==> src/rtl/pong_pkg.sv <==
// Shared definitions for the pong game blocks: matrix geometry, paddle
// direction and paddle auto-repeat FSM states.
package pong_pkg;

  localparam int MATRIX_H   = 16;
  localparam int PADDLE_LEN = 3;

  typedef enum logic [1:0] {
    NONE,
    UP,
    DOWN
  } dir_t;

  typedef enum logic [1:0] {
    IDLE,
    DELAY,
    REPEAT
  } state_t;

  function automatic int maxInt(input int a, input int b);
    return (a > b) ? a : b;
  endfunction

endpackage

==> src/rtl/debounce.sv <==
// One push-button cleaner: 2-flop synchroniser followed by a tick-gated
// debouncer that only accepts a level held for DEBOUNCE consecutive ticks.
module debounce #(
  parameter int DEBOUNCE = 5
) (
  input  logic clk,
  input  logic reset,
  input  logic tick,
  input  logic i_raw,
  output logic o_level
);

  localparam int CNT_W = $clog2(DEBOUNCE + 1);

  logic             r_sync1;
  logic             r_sync2;
  logic             r_level;
  logic [CNT_W-1:0] r_cnt;

  // The counter only runs while the synced input disagrees with the accepted
  // level; any agreeing tick throws away the partial count.
  always_ff @(posedge clk or negedge reset) begin
    if (!reset) begin
      r_sync1 <= 1'b0;
      r_sync2 <= 1'b0;
      r_level <= 1'b0;
      r_cnt   <= '0;
    end else begin
      r_sync1 <= i_raw;
      r_sync2 <= r_sync1;
      if (tick) begin
        if (r_sync2 != r_level) begin
          if (r_cnt == CNT_W'(DEBOUNCE - 1)) begin
            r_level <= r_sync2;
            r_cnt   <= '0;
          end else begin
            r_cnt <= r_cnt + CNT_W'(1);
          end
        end else begin
          r_cnt <= '0;
        end
      end
    end
  end

  assign o_level = r_level;

endmodule

==> src/rtl/paddle.sv <==
// Player paddle controller: debounced up/down buttons drive a saturating
// 4-bit paddle row with a single step on press and auto-repeat while held.
module paddle
  import pong_pkg::*;
#(
  parameter int HEIGHT       = MATRIX_H,
  parameter int LEN          = PADDLE_LEN,
  parameter int DEBOUNCE     = 5,
  parameter int REPEAT_DELAY = 200,
  parameter int REPEAT_RATE  = 50
) (
  input  logic       clk,
  input  logic       reset,
  input  logic       tick,
  input  logic       btn_up,
  input  logic       btn_down,
  output logic [3:0] y,
  output logic       moved
);

  localparam int         RCNT_W = $clog2(maxInt(REPEAT_DELAY, REPEAT_RATE) + 1);
  localparam logic [3:0] Y_MAX  = 4'(HEIGHT - LEN);
  localparam logic [3:0] Y_INIT = 4'((HEIGHT - LEN) / 2);

  logic              w_up;
  logic              w_down;
  dir_t              w_dir;
  state_t            r_state;
  state_t            w_nextState;
  dir_t              r_dir;
  dir_t              w_nextDir;
  logic [RCNT_W-1:0] r_rcnt;
  logic [RCNT_W-1:0] w_nextRcnt;
  logic              w_step;
  logic [3:0]        r_y;
  logic [3:0]        w_nextY;
  logic              r_moved;

  debounce #(.DEBOUNCE(DEBOUNCE)) u_dbUp (
    .clk     (clk),
    .reset   (reset),
    .tick    (tick),
    .i_raw   (btn_up),
    .o_level (w_up)
  );

  debounce #(.DEBOUNCE(DEBOUNCE)) u_dbDown (
    .clk     (clk),
    .reset   (reset),
    .tick    (tick),
    .i_raw   (btn_down),
    .o_level (w_down)
  );

  always_comb begin
    w_dir = NONE;
    if (w_up && !w_down)      w_dir = UP;
    else if (!w_up && w_down) w_dir = DOWN;
  end

  // r_dir remembers the direction being repeated, so a reversal is seen as a
  // mismatch and drops back to IDLE without stepping.
  always_comb begin
    w_nextState = r_state;
    w_nextRcnt  = r_rcnt;
    w_nextDir   = r_dir;
    w_step      = 1'b0;
    if (tick) begin
      case (r_state)
        IDLE: begin
          if (w_dir != NONE) begin
            w_step      = 1'b1;
            w_nextState = DELAY;
            w_nextRcnt  = '0;
            w_nextDir   = w_dir;
          end
        end
        DELAY: begin
          if (w_dir != r_dir) begin
            w_nextState = IDLE;
            w_nextRcnt  = '0;
          end else if (r_rcnt == RCNT_W'(REPEAT_DELAY - 1)) begin
            w_step      = 1'b1;
            w_nextState = REPEAT;
            w_nextRcnt  = '0;
          end else begin
            w_nextRcnt = r_rcnt + RCNT_W'(1);
          end
        end
        REPEAT: begin
          if (w_dir != r_dir) begin
            w_nextState = IDLE;
            w_nextRcnt  = '0;
          end else if (r_rcnt == RCNT_W'(REPEAT_RATE - 1)) begin
            w_step     = 1'b1;
            w_nextRcnt = '0;
          end else begin
            w_nextRcnt = r_rcnt + RCNT_W'(1);
          end
        end
        default: begin
          w_nextState = IDLE;
          w_nextRcnt  = '0;
        end
      endcase
    end
  end

  always_comb begin
    w_nextY = r_y;
    if (w_step) begin
      if (w_dir == UP && r_y != 4'd0)         w_nextY = r_y - 4'd1;
      else if (w_dir == DOWN && r_y != Y_MAX) w_nextY = r_y + 4'd1;
    end
  end

  always_ff @(posedge clk or negedge reset) begin
    if (!reset) begin
      r_state <= IDLE;
      r_dir   <= NONE;
      r_rcnt  <= '0;
    end else begin
      r_state <= w_nextState;
      r_dir   <= w_nextDir;
      r_rcnt  <= w_nextRcnt;
    end
  end

  // A saturated step leaves y alone, so moved follows the actual change.
  always_ff @(posedge clk or negedge reset) begin
    if (!reset) begin
      r_y     <= Y_INIT;
      r_moved <= 1'b0;
    end else begin
      r_y     <= w_nextY;
      r_moved <= (w_nextY != r_y);
    end
  end

  assign y     = r_y;
  assign moved = r_moved;

endmodule
==> config.mk <==
export PLATFORM = sky130hd
export DESIGN_NAME = paddle
export DESIGN_NICKNAME = d
export VERILOG_FILES = /design/src/rtl/pong_pkg.sv /design/src/rtl/debounce.sv /design/src/rtl/paddle.sv
export SDC_FILE = /design/constraint.sdc
export NUM_CORES = 1
export LEC_CHECK = 0
export ABC_AREA = 0
export CELL_PAD_IN_SITES_DETAIL_PLACEMENT = 0
export CELL_PAD_IN_SITES_GLOBAL_PLACEMENT = 2
export CORE_MARGIN = 5
export CORE_UTILIZATION = 38
export DETAILED_ROUTE_END_ITERATION = 12
export HOLD_SLACK_MARGIN = 0.08
export PLACE_DENSITY_LB_ADDON = 0.1
export SETUP_SLACK_MARGIN = 0.02
export SYNTH_ARGS = -nofsm -noshare
export SYNTH_HDL_FRONTEND = slang
export SYNTH_HIERARCHICAL = 1
export SYNTH_SLANG_ARGS = --single-unit
==> constraint.sdc <==
create_clock -name clk -period 2.1 [get_ports clk]
set_input_delay 0.21 -clock clk [delete_from_list [all_inputs] [get_ports clk]]
set_output_delay 0.21 -clock clk [all_outputs]
set_load 0.005 [all_outputs]
After elaboration in Yosys (flattened, before gate mapping)
Cells that the tools add are included.

$add $sub $neg: 5. Equal/unequal tests: 16. Muxes and demuxes: 27. Reduce and logical (&&, ||, !) cells: 14.

Operators by type and width (count): $mux W8 (5); $pmux W8 S3 (1); $mux W2 (6); $mux W3 (4); $mux W4 (3); $reduce_and A3 Y1 (3); $add A8 B1 Y8 const B (1); $eq A8 B6 Y1 const B (1); $eq A8 B8 Y1 const B (1); $add A3 B1 Y3 const B (2); $eq A3 B3 Y1 const B (2); $mux W1 (6); $pmux W2 S3 (1); $add A4 B1 Y4 const B (1); $eq A2 B1 Y1 const B (2); $eq A2 B2 Y1 const B (2); $logic_and A1 B1 Y1 (4); $ne A2 B2 Y1 const B (2); $ne A4 B4 Y1 (1); $ne A4 B4 Y1 const B (1); $reduce_and A4 Y1 (1); $reduce_bool A4 Y1 (1); $sub A4 B1 Y4 const B (1); $ne A3 B3 Y1 const B (1); 7 further kinds (9).

Register bits: 29. Bits of input ports: 5. Output and inout port bits: 5. Word-level logic and storage cells: 75.

Depth between registers and ports, before layout
Word-level depth: 10. Depth in mapped cells: 7. Gate-level depth less buffers: 7.

Cells and area by module
Netlist, hierarchy kept.

By module, submodules not included: paddle (instances 1, cells an instance 127, area an instance 1198.6 um^2, sequential area each 427.9 um^2); debounce (instances 2, cells an instance 22, area an instance 266.5 um^2, sequential area each 150.1 um^2).

Least setup slack after synthesis
Ideal clock, no wire load.

Path kind: register to register. Start point: register u_dbUp.r_level, in the netlist u_dbUp/o_level. End point: register r_rcnt[5]. Setup time: 0.104 ns. Data arrival time: 1.823 ns. Required time: 1.996 ns. Path slack: 0.174 ns. Stages on the path, launching flop included: 8. Buffers on the path: 0. Period minus slack after synthesis: 1.926 ns. Path through: dfrtp_1 -> inv_1 -> ha_1 -> xnor2_1 -> nand3_1 -> o22ai_2 -> nand2_1 -> o311ai_1.

Word-level cells in the longest chain between the ends: 7. Elaborated cells on any way between the ends: 12. Those cells by class: eq/ne (2); mux (5); reduce/logical (5).

Ends and longest elaborated chain: from (decl) (line debounce.sv:17) `logic r_level;`; from (signal assigned) (line debounce.sv:34) `r_level <= r_sync2;`; $logic_not A1 Y1 (line paddle.sv:58) `else if (!w_up && w_down) w_dir = DOWN;`; $logic_and A1 B1 Y1 (line paddle.sv:58); $mux W2 (line paddle.sv:58); $mux W2 * (line paddle.sv:57) `if (w_up && !w_down) w_dir = UP;`; net w_dir[1] (line paddle.sv:27) `dir_t w_dir;`; $ne A2 B2 Y1 or $reduce_bool A2 Y1 (tied branches) (line paddle.sv:79, paddle.sv:91, paddle.sv:71); $mux W8, or another cell as far along (line paddle.sv:91) `if (w_dir != r_dir) begin`; $pmux W8 S3 or $reduce_and A2 Y1 (tied branches); to (signal assigned) (line paddle.sv:125) `r_rcnt <= w_nextRcnt;`; to (decl) (line paddle.sv:32) `logic [RCNT_W-1:0] r_rcnt;`.

Mark *: on every way through the listed nets, which the timed path passes. The rest lies on a longest branch. A chain may end at the register's enable or synchronous reset.

Worst setup path in the final report
Start point: register r_rcnt[0]. End point: register r_rcnt[4].

Word-level cells in the longest chain between the ends: 4. Elaborated cells on any way between the ends: 8. Those cells by class: add/sub (1); eq/ne (2); mux (5).

Ends and longest elaborated chain: $add A8 B1 Y8, or another cell as far along (line paddle.sv:87, paddle.sv:98); $mux W8, on equally long branches (line paddle.sv:94, paddle.sv:82); $mux W8, on equally long branches (line paddle.sv:91, paddle.sv:79); $pmux W8 S3 * (line paddle.sv:69) `case (r_state)`.

Mark *: on every way between the ends. The rest lies on a longest branch, timed or not.

==> run_results.csv <==
group,metric,value,unit
drt,ant_nets,0,
pwr,switchingPower,0.000957,W
synthesis,synth.cell_area,1730,um2
placed_design,pre_cts_ws,0.0975,ns
floorplanning,die_area,6010,um2
sta,finalCritPeriodShare,0.924,
critical_path,r2r_setup_slack,0.16,ns
synthesis,syn_avg_cell_area,10.1,um2
cells_and_area,nets,214,
pwr,intPower,0.00157,W
drt,initialDrtViolationCount,52,
synthesis,yosysSeqAreaShare,0.421,
placed_design,hpwl,2460,um
pwr,p_leak,0.925,nW
cells_and_area,fin_util,0.468,
drt,dr.pass1.iters,4,
critical_path,critPathMaxStageDelay,0.42,ns
drt,routedWlPerCell,14.2,um
floorplanning,core.rowCount,24,
synthesis,synthDistinctLibCells,43,
clocking,cts.sinks,29,
outcome,outcome,"finished clean",
clocking,htree_levels,2,
drt,via_per_inst,5.32,
global_route,grtUsageTotal,0.129,
synthesis,synthCells,171,
cells_and_area,seq_area,731,um2
critical_path,critPathLaunchType,"flop",
clocking,clk_latency,0.28,ns
cells_and_area,multiInputGateArea,955,um2
cells_and_area,nFillCells,424,
global_route,grt-ovfl-total,0,
clocking,path_clk_slew,0.06,ns
clocking,cts_buffers,5,
drt,drc,0,
pwr,ir_worst_vdd,523,uV
floorplanning,start_util,0.395,
sta,setup_viol,0,
synthesis,ys.flop_type,"dfrtp_1",
sta,fin_crit,1.94,ns
synthesis,syn_nets,193,
synthesis,yosys-top-cells-area,"dfrtp_1, ha_1, nand2_1",
critical_path,critPathRequiredTime,2.27,ns
cells_and_area,instances_no_fill,245,
sta,slew_violations,0,
drt,wirelength,3480,um
critical_path,crit_slowest_cell,"dfrtp_1",
critical_path,timing.rr.start,"r_rcnt[0]",
sta,max_slew.worst_pin.slew,0.539,ns
floorplanning,coreArea,4380,um2
critical_path,startpoint,"r_rcnt[0]",
critical_path,cp_max_fo,7,
placed_design,place.gp.congestion,0.795,
sta,fin_ws,0.159,ns
sta,rsz0062_at_grt,"no",
floorplanning,io_pins,10,
pwr,powerDensity,1230,nW/um2
pwr,p_seq_frac,0.349,
floorplanning,die_width,77.5,um
clocking,cts-root-buf,"clkbuf_8",
synthesis,synth_top_area_frac,0.390,
sta,hold_violations,0,
drt,vias,1304,
global_route,grt_pass1_wl,6080,um
critical_path,path_class,"reg -> reg",
job,maxCapViolCount,0,
cells_and_area,area_delta_synth_final,18.4,%
sta,clock_skew,0.00409,ns
synthesis,synth_edf_count,0,
cells_and_area,layout-drive-gt1-share,0.155,
pwr,clkPwrFrac,0.203,
global_route,antenna_found_initial,0,
pwr,p_comb_frac,0.448,
placed_design,place_inst,237,
critical_path,arrival,2.11,ns
critical_path,ff2ff_path_depth,7,
floorplanning,die_y,77.5,um
critical_path,endpoint_kind,"flop",
placed_design,port_buffers,9,
global_route,grt_start_max_net_pins,30,
sta,whs,0.323,ns
clocking,cts-hold-fix-buffers,0,
synthesis,yosysWarnings,6,
global_route,grt_pass1_vias,1312,
synthesis,yosys_register_bits,29,
sta,fmaxAchievable,515,MHz
synthesis,yosysTopAreaCell,"dfrtp_1",
pwr,netSwitchingFraction,0.379,
clocking,cts_tree,"done",
critical_path,crit_path_end,"r_rcnt[4]",
critical_path,rr_endpoint,"r_rcnt[4]",
sta,tns,0,ns
synthesis,async_flop_share,1.00,
worst_hold_path,holdCritPathClass,"in -> async",
critical_path,path_cells,"ha_1 -> nand3b_1 -> o41ai_1 -> o22ai_2 -> buf_4 -> a21o_1 -> a32o_1",
clocking,cts_buffer_depth,2,
sta,maxSlewHeadroom,0.637,
cells_and_area,diodes,0,
[per-stage QoR]
| stage | power (W) | area [um2] |
|---|---|---|
| final | 0.00252 | 2050 |
| after global routing | 0.00275 | 2050 |
| after CTS | 0.00251 | 2030 |
| after detailed placement | 0.00198 | 1930 |
| after global placement | 0.00197 | 1930 |
| after floorplan | 0.00161 | 1730 |
[cell usage in the layout (no fill, tap or decap), types with 3 or more instances in the layout]
master,instances
dfrtp_1,25
nand2_1,18
ha_1,17
inv_1,15
nand3_1,14
clkdlybuf4s50_1,9
clkbuf_8,7
buf_4,7
xnor2_1,5
nand2b_1,5
nor2b_1,4
and2_1,4
o211ai_1,4
o31ai_1,3
nor2_1,3
a21oi_1,3
o22ai_1,3
o21ai_0,3
[cell usage after synthesis, drive strengths merged (3+ instances only)]
| master | n |
|---|---|
| nand2 | 20 |
| and2 | 4 |
| o22ai | 4 |
| mux2 | 5 |
| a21oi | 3 |
| o31ai | 3 |
| ha | 17 |
| nor2 | 3 |
| nand3 | 14 |
| o211ai | 4 |
| dfrtp | 27 |
| inv | 15 |
| nand2b | 5 |
| o21ai | 4 |
| xnor2 | 7 |
| nor2b | 4 |
[flip-flops by register name (all words and copies together), names as in the netlist, 2 cells and up]
| register | cells |
|---|---|
| u_dbDown/r_cnt | 3 |
| r_dir | 2 |
| r_rcnt | 8 |
| r_state | 2 |
| u_dbUp/r_cnt | 3 |
| y | 4 |
[what timing repair did]
item                                   4_1_cts  5_1_grt
endpoints found under the hold margin        0        0
resized for setup                            0        5
setup buffers                                0        0
setup endpoints to repair                    0       11
[layer usage]
layer / vias to the layer above / GRT usage / part of all wire
li1: 656 / - / -
met1: 620 / 0.168 / 0.48
met2: 22 / 0.184 / 0.46
met3: 6 / 0.0440 / 0.049
met4: 0 / 0.0739 / 0.019
met5: - / 0 / 0
[layout make-up]
cell class	count	share of cell area
Clock buffer	7	0.0470
Clock inverter	1	0.00244
Inverter	15	0.0275
Multi-Input combinational cell	125	0.466
Timing Repair Buffer	16	0.0696
Tap cell	52	0.0317
Sequential cell	29	0.356
[kinds of logic after synthesis]
logic type | synth area share
buf+inv | 0.0383
compound gates | 0.142
simple gates | 0.194
flops | 0.421
fa+ha+maj | 0.123
mux | 0.0462
xor+xnor | 0.0354
[critical path, delay by kind of cell, from the launching register on]
family	cells	cell delay, ns
adders and majority gates	1	0.25
AOI/OAI and AO/OA	4	0.85
buffers and inverters	1	0.19
DFF	1	0.42
and+or+nand+nor	1	0.11
[power groups by stage]
stage	clock network (W)	registers (W)	logic, W
detailed placement	0	0.000883	0.00109
global route	0.000559	0.000910	0.00128
global placement	0	0.000871	0.00110
CTS	0.000534	0.000873	0.00110
floorplan	0	0.000860	0.000752
finish	0.000512	0.000881	0.00113
[how the worst min path moves through the flow]
| stage | cells after the start | slack [ns] | endpoint | from |
|---|---|---|---|---|
| floorplan | 0 | -0.09 | moved | reset |
| global placement | 0 | 0.34 | u_dbUp/r_sync2 | u_dbUp/r_sync1 |
| detailed placement | 0 | 0.33 | u_dbUp/r_sync2 | u_dbUp/r_sync1 |
| CTS | 2 | 0.33 | y[0] | reset |
| global route | 1 | 0.35 | u_dbDown/r_sync1 | btn_down |
| finish | 2 | 0.32 | y[0] | reset |
No activity file was read; power rests on OpenSTA's default activity.
